$ cat src/rtl/hazard_ctrl_mc_pkg.sv
// hazard_pkg: shared forward-select codes, MDU state and stall-cause enums for hazard_ctrl_mc.
package hazard_pkg;

    localparam logic [1:0] FWD_RF = 2'b00;
    localparam logic [1:0] FWD_W  = 2'b01;
    localparam logic [1:0] FWD_M  = 2'b10;

    typedef enum logic {MDU_IDLE, MDU_BUSY} mduState_t;

    typedef enum logic [2:0] {CAUSE_NONE, CAUSE_MEM, CAUSE_LW, CAUSE_BR, CAUSE_MDU} stallCause_t;

    // M outranks W: it holds the younger result.
    function automatic logic [1:0] fwdSel(input logic hitM, input logic hitW);
        return hitM ? FWD_M : hitW ? FWD_W : FWD_RF;
    endfunction

endpackage

$ cat src/rtl/hazard_ctrl_mc_if.sv
// hazard_ctrl_mc_if: pipeline <-> hazard unit signal bundle; perf ports exist only with HAZ_PERF_CNT_EN.
interface hazard_ctrl_mc_if #(
    parameter int REG_AW = 5
`ifdef HAZ_PERF_CNT_EN
    , parameter int CNT_W = 16
`endif
);
    logic BranchD, JumpD;
    logic [REG_AW-1:0] RsD, RtD, RsE, RtE, WriteRegE, WriteRegM, WriteRegW;
    logic RegWriteE, RegWriteM, RegWriteW, MemtoRegE, MemtoRegM;
    logic MduUseD, MduStartE, DmemReqM, DmemReady;
    logic StallF, StallD, StallE, StallM, FlushE, FlushW, ForwardAD, ForwardBD;
    logic [1:0] ForwardAE, ForwardBE;
    logic MduBusy, MduDone;
`ifdef HAZ_PERF_CNT_EN
    logic [CNT_W-1:0] PerfLwStall, PerfBrStall, PerfMduStall, PerfMemWait;
`endif

    modport master (
`ifdef HAZ_PERF_CNT_EN
        input PerfLwStall, PerfBrStall, PerfMduStall, PerfMemWait,
`endif
        output BranchD, JumpD, RsD, RtD, RsE, RtE, WriteRegE, WriteRegM, WriteRegW,
        output RegWriteE, RegWriteM, RegWriteW, MemtoRegE, MemtoRegM,
        output MduUseD, MduStartE, DmemReqM, DmemReady,
        input StallF, StallD, StallE, StallM, FlushE, FlushW, ForwardAD, ForwardBD,
        input ForwardAE, ForwardBE, MduBusy, MduDone
    );

    modport slave (
`ifdef HAZ_PERF_CNT_EN
        output PerfLwStall, PerfBrStall, PerfMduStall, PerfMemWait,
`endif
        input BranchD, JumpD, RsD, RtD, RsE, RtE, WriteRegE, WriteRegM, WriteRegW,
        input RegWriteE, RegWriteM, RegWriteW, MemtoRegE, MemtoRegM,
        input MduUseD, MduStartE, DmemReqM, DmemReady,
        output StallF, StallD, StallE, StallM, FlushE, FlushW, ForwardAD, ForwardBD,
        output ForwardAE, ForwardBE, MduBusy, MduDone
    );

endinterface

$ cat src/rtl/hazard_ctrl_mc_mdu_scoreboard.sv
// mdu_scoreboard: tracks the multi-cycle MUL/DIV unit; busy for MDU_LAT cycles, MduDone in the last one.
module mdu_scoreboard
    import hazard_pkg::*;
#(
    parameter int MDU_LAT = 32
) (
    input  logic clk,
    input  logic rst_n,
    input  logic start,
    output logic MduBusy,
    output logic MduDone
);

    localparam int CW = $clog2(MDU_LAT);

    mduState_t state;
    logic [CW-1:0] cnt;

    // The MDU keeps counting through memory waits; only acceptance is gated by the caller.
    always_ff @(posedge clk or negedge rst_n) begin
        if (!rst_n) begin
            state   <= MDU_IDLE;
            cnt     <= '0;
            MduBusy <= 1'b0;
            MduDone <= 1'b0;
        end else if (state == MDU_IDLE) begin
            MduDone <= 1'b0;
            if (start) begin
                state   <= MDU_BUSY;
                cnt     <= CW'(MDU_LAT - 1);
                MduBusy <= 1'b1;
            end
        end else if (cnt == '0) begin
            state   <= MDU_IDLE;
            MduBusy <= 1'b0;
            MduDone <= 1'b0;
        end else begin
            cnt     <= cnt - 1'b1;
            MduDone <= cnt == CW'(1);
        end
    end

    startWhileBusy: assert property (@(posedge clk) disable iff (!rst_n) !(start && MduBusy));

endmodule

$ cat src/rtl/hazard_ctrl_mc.sv
// hazard_ctrl_mc: forwarding and stall/flush control for the 5-stage pipeline with dmem wait and MDU scoreboard.
// Optional per-cause stall counters under `define HAZ_PERF_CNT_EN.
module hazard_ctrl_mc
    import hazard_pkg::*;
#(
    parameter int REG_AW  = 5,
    parameter int MDU_LAT = 32
`ifdef HAZ_PERF_CNT_EN
    , parameter int CNT_W = 16
`endif
) (
    input logic clk,
    input logic rst_n,
    hazard_ctrl_mc_if.slave hz
);

    localparam logic [REG_AW-1:0] ZERO = '0;

    logic lwStall, brStall, mduStall, memWait, hazStall, mduStart;

    function automatic logic hit(input logic we, input logic [REG_AW-1:0] dst, input logic [REG_AW-1:0] src);
        return we && src != ZERO && dst == src;
    endfunction

    assign hz.ForwardAE = fwdSel(hit(hz.RegWriteM, hz.WriteRegM, hz.RsE), hit(hz.RegWriteW, hz.WriteRegW, hz.RsE));
    assign hz.ForwardBE = fwdSel(hit(hz.RegWriteM, hz.WriteRegM, hz.RtE), hit(hz.RegWriteW, hz.WriteRegW, hz.RtE));
    assign hz.ForwardAD = hit(hz.RegWriteM && !hz.MemtoRegM, hz.WriteRegM, hz.RsD);
    assign hz.ForwardBD = hit(hz.RegWriteM && !hz.MemtoRegM, hz.WriteRegM, hz.RtD);

    assign lwStall  = hit(hz.MemtoRegE && hz.RegWriteE, hz.WriteRegE, hz.RsD)
                    | hit(hz.MemtoRegE && hz.RegWriteE, hz.WriteRegE, hz.RtD);
    assign brStall  = hz.BranchD && (hit(hz.RegWriteE, hz.WriteRegE, hz.RsD) | hit(hz.RegWriteE, hz.WriteRegE, hz.RtD)
                    | hit(hz.MemtoRegM, hz.WriteRegM, hz.RsD) | hit(hz.MemtoRegM, hz.WriteRegM, hz.RtD));
    assign mduStall = hz.MduUseD && (hz.MduBusy || hz.MduStartE);
    assign memWait  = hz.DmemReqM && !hz.DmemReady;
    assign hazStall = lwStall | brStall | mduStall;

    // A memory wait freezes F..M outright and masks every other hazard.
    assign hz.StallF = memWait | hazStall;
    assign hz.StallD = memWait | hazStall;
    assign hz.StallE = memWait;
    assign hz.StallM = memWait;
    assign hz.FlushW = memWait;
    assign hz.FlushE = !memWait && (hazStall || hz.JumpD);

    assign mduStart = hz.MduStartE && !memWait;

    mdu_scoreboard #(.MDU_LAT(MDU_LAT)) mdu (
        .clk     (clk),
        .rst_n   (rst_n),
        .start   (mduStart),
        .MduBusy (hz.MduBusy),
        .MduDone (hz.MduDone)
    );

`ifdef HAZ_PERF_CNT_EN
    stallCause_t cause;

    assign cause = memWait ? CAUSE_MEM : lwStall ? CAUSE_LW : brStall ? CAUSE_BR : mduStall ? CAUSE_MDU : CAUSE_NONE;

    always_ff @(posedge clk or negedge rst_n) begin
        if (!rst_n) begin
            hz.PerfLwStall  <= '0;
            hz.PerfBrStall  <= '0;
            hz.PerfMduStall <= '0;
            hz.PerfMemWait  <= '0;
        end else begin
            if (cause == CAUSE_LW && !(&hz.PerfLwStall)) hz.PerfLwStall <= hz.PerfLwStall + 1'b1;
            if (cause == CAUSE_BR && !(&hz.PerfBrStall)) hz.PerfBrStall <= hz.PerfBrStall + 1'b1;
            if (cause == CAUSE_MDU && !(&hz.PerfMduStall)) hz.PerfMduStall <= hz.PerfMduStall + 1'b1;
            if (cause == CAUSE_MEM && !(&hz.PerfMemWait)) hz.PerfMemWait <= hz.PerfMemWait + 1'b1;
        end
    end
`endif

endmodule

$ cat src/flat_wrapper.sv
// flat-port wrapper written by rule: the top's interface ports become plain ports
module hazard_ctrl_mc_flat import hazard_pkg::*;
#(
    parameter int REG_AW  = 5,
    parameter int MDU_LAT = 32

)
  (clk, rst_n, hz_BranchD, hz_JumpD, hz_RsD, hz_RtD, hz_RsE, hz_RtE, hz_WriteRegE, hz_WriteRegM, hz_WriteRegW, hz_RegWriteE, hz_RegWriteM, hz_RegWriteW, hz_MemtoRegE, hz_MemtoRegM, hz_MduUseD, hz_MduStartE, hz_DmemReqM, hz_DmemReady, hz_StallF, hz_StallD, hz_StallE, hz_StallM, hz_FlushE, hz_FlushW, hz_ForwardAD, hz_ForwardBD, hz_ForwardAE, hz_ForwardBE, hz_MduBusy, hz_MduDone);
  hazard_ctrl_mc_if #(.REG_AW(REG_AW)) hz_i ();
  input logic clk;
  input logic rst_n;
  input wire logic [$bits(hz_i.BranchD)-1:0] hz_BranchD;
  input wire logic [$bits(hz_i.JumpD)-1:0] hz_JumpD;
  input wire logic [$bits(hz_i.RsD)-1:0] hz_RsD;
  input wire logic [$bits(hz_i.RtD)-1:0] hz_RtD;
  input wire logic [$bits(hz_i.RsE)-1:0] hz_RsE;
  input wire logic [$bits(hz_i.RtE)-1:0] hz_RtE;
  input wire logic [$bits(hz_i.WriteRegE)-1:0] hz_WriteRegE;
  input wire logic [$bits(hz_i.WriteRegM)-1:0] hz_WriteRegM;
  input wire logic [$bits(hz_i.WriteRegW)-1:0] hz_WriteRegW;
  input wire logic [$bits(hz_i.RegWriteE)-1:0] hz_RegWriteE;
  input wire logic [$bits(hz_i.RegWriteM)-1:0] hz_RegWriteM;
  input wire logic [$bits(hz_i.RegWriteW)-1:0] hz_RegWriteW;
  input wire logic [$bits(hz_i.MemtoRegE)-1:0] hz_MemtoRegE;
  input wire logic [$bits(hz_i.MemtoRegM)-1:0] hz_MemtoRegM;
  input wire logic [$bits(hz_i.MduUseD)-1:0] hz_MduUseD;
  input wire logic [$bits(hz_i.MduStartE)-1:0] hz_MduStartE;
  input wire logic [$bits(hz_i.DmemReqM)-1:0] hz_DmemReqM;
  input wire logic [$bits(hz_i.DmemReady)-1:0] hz_DmemReady;
  output wire logic [$bits(hz_i.StallF)-1:0] hz_StallF;
  output wire logic [$bits(hz_i.StallD)-1:0] hz_StallD;
  output wire logic [$bits(hz_i.StallE)-1:0] hz_StallE;
  output wire logic [$bits(hz_i.StallM)-1:0] hz_StallM;
  output wire logic [$bits(hz_i.FlushE)-1:0] hz_FlushE;
  output wire logic [$bits(hz_i.FlushW)-1:0] hz_FlushW;
  output wire logic [$bits(hz_i.ForwardAD)-1:0] hz_ForwardAD;
  output wire logic [$bits(hz_i.ForwardBD)-1:0] hz_ForwardBD;
  output wire logic [$bits(hz_i.ForwardAE)-1:0] hz_ForwardAE;
  output wire logic [$bits(hz_i.ForwardBE)-1:0] hz_ForwardBE;
  output wire logic [$bits(hz_i.MduBusy)-1:0] hz_MduBusy;
  output wire logic [$bits(hz_i.MduDone)-1:0] hz_MduDone;
  assign hz_i.BranchD = hz_BranchD;
  assign hz_i.JumpD = hz_JumpD;
  assign hz_i.RsD = hz_RsD;
  assign hz_i.RtD = hz_RtD;
  assign hz_i.RsE = hz_RsE;
  assign hz_i.RtE = hz_RtE;
  assign hz_i.WriteRegE = hz_WriteRegE;
  assign hz_i.WriteRegM = hz_WriteRegM;
  assign hz_i.WriteRegW = hz_WriteRegW;
  assign hz_i.RegWriteE = hz_RegWriteE;
  assign hz_i.RegWriteM = hz_RegWriteM;
  assign hz_i.RegWriteW = hz_RegWriteW;
  assign hz_i.MemtoRegE = hz_MemtoRegE;
  assign hz_i.MemtoRegM = hz_MemtoRegM;
  assign hz_i.MduUseD = hz_MduUseD;
  assign hz_i.MduStartE = hz_MduStartE;
  assign hz_i.DmemReqM = hz_DmemReqM;
  assign hz_i.DmemReady = hz_DmemReady;
  assign hz_StallF = hz_i.StallF;
  assign hz_StallD = hz_i.StallD;
  assign hz_StallE = hz_i.StallE;
  assign hz_StallM = hz_i.StallM;
  assign hz_FlushE = hz_i.FlushE;
  assign hz_FlushW = hz_i.FlushW;
  assign hz_ForwardAD = hz_i.ForwardAD;
  assign hz_ForwardBD = hz_i.ForwardBD;
  assign hz_ForwardAE = hz_i.ForwardAE;
  assign hz_ForwardBE = hz_i.ForwardBE;
  assign hz_MduBusy = hz_i.MduBusy;
  assign hz_MduDone = hz_i.MduDone;
  hazard_ctrl_mc #(.REG_AW(REG_AW), .MDU_LAT(MDU_LAT)) u_core (.clk(clk), .rst_n(rst_n), .hz(hz_i));
endmodule
$ cat config.mk
export PLATFORM = sky130hd
export DESIGN_NAME = hazard_ctrl_mc_flat
export DESIGN_NICKNAME = d
export VERILOG_FILES = /design/src/rtl/hazard_ctrl_mc_pkg.sv /design/src/rtl/hazard_ctrl_mc_if.sv /design/src/rtl/hazard_ctrl_mc_mdu_scoreboard.sv /design/src/rtl/hazard_ctrl_mc.sv /design/src/flat_wrapper.sv
export SDC_FILE = /design/constraint.sdc
export NUM_CORES = 1
export LEC_CHECK = 0
export ABC_AREA = 1
export CELL_PAD_IN_SITES_DETAIL_PLACEMENT = 0
export CELL_PAD_IN_SITES_GLOBAL_PLACEMENT = 1
export CORE_MARGIN = 2
export CORE_UTILIZATION = 25
export CTS_BUF_LIST = sky130_fd_sc_hd__clkbuf_16
export CTS_CLUSTER_DIAMETER = 100
export DETAILED_ROUTE_END_ITERATION = 10
export PLACE_DENSITY_LB_ADDON = 0.12
export SYNTH_ARGS = -nofsm -noshare
export SYNTH_HDL_FRONTEND = slang
export SYNTH_SLANG_ARGS = --single-unit
$ cat constraint.sdc
create_clock -name clk -period 1.55 [get_ports clk]
set_input_delay 0.155 -clock clk [delete_from_list [all_inputs] [get_ports clk]]
set_output_delay 0.155 -clock clk [all_outputs]
set_load 0.005 [all_outputs]
==> results_dict.tcl <==
set metrics [dict create \
    cts.sinks 8 \
    required_ps 1390 \
    post-dp-hpwl_um 2948 \
    numPortBuffers 61 \
    cp_max_fo 3 \
    drive_above_1_share_pct 24.33 \
    start_util_pct 25.89 \
    htreeDepth 1 \
    antenna_found_initial 0 \
    async_reset_ff_share_pct 100.0 \
    areaGrowthSynthToFinish_pct 71.48 \
    synthFlopType "dfrtp_1" \
    routed_wl_um 3459 \
    relSlewSlack_pct 74.47 \
    start_kind "primary input" \
    ys_ff_latch 8 \
    vias 1331 \
    cts-buffers-inserted 3 \
    max_freq_mhz 669.7 \
    muxShareOfSynthArea_pct 0 \
    routabilityCongestion 0.7666 \
    ios 62 \
    worstPathArrival_ps 1340 \
    ant_nets 0 \
    die-area_um2 5062 \
    synth_top_family_by_area "simple AND/OR/NAND/NOR gates" \
    cts_root_buf "clkbuf_16" \
    via_per_inst 4.225 \
    endpoint_kind "primary output" \
    track_usage_pct 13.99 \
    die_height_um 71.15 \
    postSynthCellCount 182 \
    criticalPathCategory "in2out" \
    reg2reg_from "u_core.mdu.cnt[0]" \
    grt_first_pass_wirelength_um 5796 \
    die_width_um 71.15 \
    wl_per_cell_um 10.98 \
    rsz0062_at_grt "no" \
    cts_tree "done" \
    dr.pass1.iters 4 \
    max-cap-violations 0 \
    rows 24 \
    post-layout-total-power_mw 1.532 \
    syn-num-nets 233 \
    synthAdderAreaFrac_pct 3.330 \
    status "completed" \
    final_core_utilization_pct 44.40 \
    tightest_slew_ps 381.7 \
    overflow 0 \
    power.density_nw_per_um2 792.7 \
    startpoint "hz_WriteRegW[3]" \
    yosys_warnings 0 \
    synth_edf_count 0 \
    period_share_pct 96.34 \
    synth_xor_area_share_pct 21.75 \
    diodes 0 \
    ir_worst_vdd_uv 800.8 \
    setup_viol 0 \
    leakage_nw 1.064 \
    drt_iter0_markers 18 \
    finClkSkew_ps 2.874 \
    postCtsHoldBufs 0 \
    grt_max_degree 9 \
    avgSynthCellArea_um2 6.194 \
    drc 0 \
    core_um2 4354 \
    clockBufferDepth 2 \
    syn_area_um2 1127 \
    period_needed_ps 1493 \
    hold_viol 0 \
    yosysSeqAreaShare_pct 17.76 \
    clk_pin_slew_ps 40 \
    holdCritPathClass "in2async" \
    synth-compound-area-share_pct 8.435 \
    fin_nets 316 \
    yosys.area_share.simple_pct 36.74 \
    grt_pass1_vias 1278 \
    synth_cell_type_count 26 \
    clkLatencyLatePin_ps 230 \
    drv_slew 0 \
]
layout make-up:
class / count / area, um^2
repair buffers: 81 / 650.6
multi-input cells: 141 / 829.5
inverters: 30 / 112.6
well taps: 52 / 65.06
clock buffers: 3 / 75.07
flip-flops and latches: 8 / 200.2
fillers: 459 / 2421
logic make-up after synthesis:
logic type               count (synthesis)
AND/OR/NAND/NOR                         93
buffers and inverters                   33
XOR/XNOR                                28
AO/OA/AOI/OAI                           17
flip-flops                               8
adder cells (fa/ha/maj)                  3
cells in the mapped netlist (2+ instances only):
cell,instances,share of area [%]
a21oi_1,3,1.3
buf_4,3,2.0
dfrtp_1,8,18
ha_1,3,3.3
inv_1,29,9.7
nand2_1,43,14
nand2_4,2,2.0
nand3_1,9,4.0
nand4_1,3,1.7
nor2_1,26,8.7
nor3_1,4,1.8
o21ai_0,8,3.6
o22ai_1,2,1.1
xnor2_1,14,11
xor2_1,14,11
per-layer routing:
metal	up-vias	track usage, %	share of wire [%]
met5	-	0	0
met4	0	3.145	0.72
met3	2	2.707	4.9
met2	27	25.00	51
met1	574	17.26	43
li1	728	-	-
timing repair:
| action | 4_1_cts | 5_1_grt |
|---|---|---|
| hold endpoints to repair | 0 | 0 |
| resized for setup | 79 | 36 |
| pin swaps | 13 | 17 |
| setup buffers | 2 | 1 |
| endpoints found under the setup margin | 9 | 12 |
state kept, by name (all words and copies together), names as in the netlist:
signal              count
u_core.mdu.cnt          5
u_core.mdu.state        1
u_core.mdu.MduBusy      1
u_core.mdu.MduDone      1
final timing paths:
kind	slack, ps	end	cells past startpoint
setup / recovery	60	hz_ForwardBE[0]	6
hold / removal	210	u_core.mdu.state	1
setup reg to reg	170	u_core.mdu.cnt[4]	10
hold reg to reg	490	u_core.mdu.cnt[4]	1
max in group asynchronous	1070	u_core.mdu.cnt[4]	1
min in group clk	490	u_core.mdu.cnt[4]	1
layout by cell type (no fill, tap or decap), drive strengths merged:
| cell | count |
|---|---|
| o22ai | 2 |
| nor4 | 2 |
| xnor2 | 14 |
| nand3 | 9 |
| buf | 28 |
| o21ai | 9 |
| nand2 | 46 |
| dlygate4sd2 | 20 |
| or2 | 1 |
| clkdlybuf4s50 | 14 |
| clkbuf | 14 |
| nor2 | 26 |
| a21oi | 3 |
| nand4 | 3 |
| nor3 | 5 |
| dfrtp | 8 |
| dlymetal6s2s | 3 |
| o21a | 1 |
| o211ai | 1 |
| a211oi | 1 |
| xor2 | 14 |
| ha | 3 |
| inv | 30 |
| nor3b | 1 |
| clkdlybuf4s15 | 5 |
critical path, cell delays in order:
cell	delay (ps)
dlygate4sd2_1	270
xor2_1	170
nor4_1	270
nand4_1	130
nor2_1	120
dlygate4sd2_1	230
where the power goes:
part	internal [mW]	leakage (nW)	switching (mW)
sequential	0.305	0.0902	0.0591
clock	0.333	0.0370	0.107
combinational	0.351	0.937	0.377
total	0.989	1.06	0.543
metrics by stage:
step                cells  setup WS (ps)  setup TNS, ps  area, um^2  hold slack, ps
CTS                   314         -38.37         -38.37        1946           218.0
global placement      309         -597.8          -5155        1908           464.7
finish                315          56.77              0        1933           208.5
global route          315         0.6138              0        1933           249.7
detailed placement    309         -577.6          -5120        1908           466.0
floorplan             182          264.4              0        1127          -140.6
Note: power is estimated with default switching activity, not from simulation.
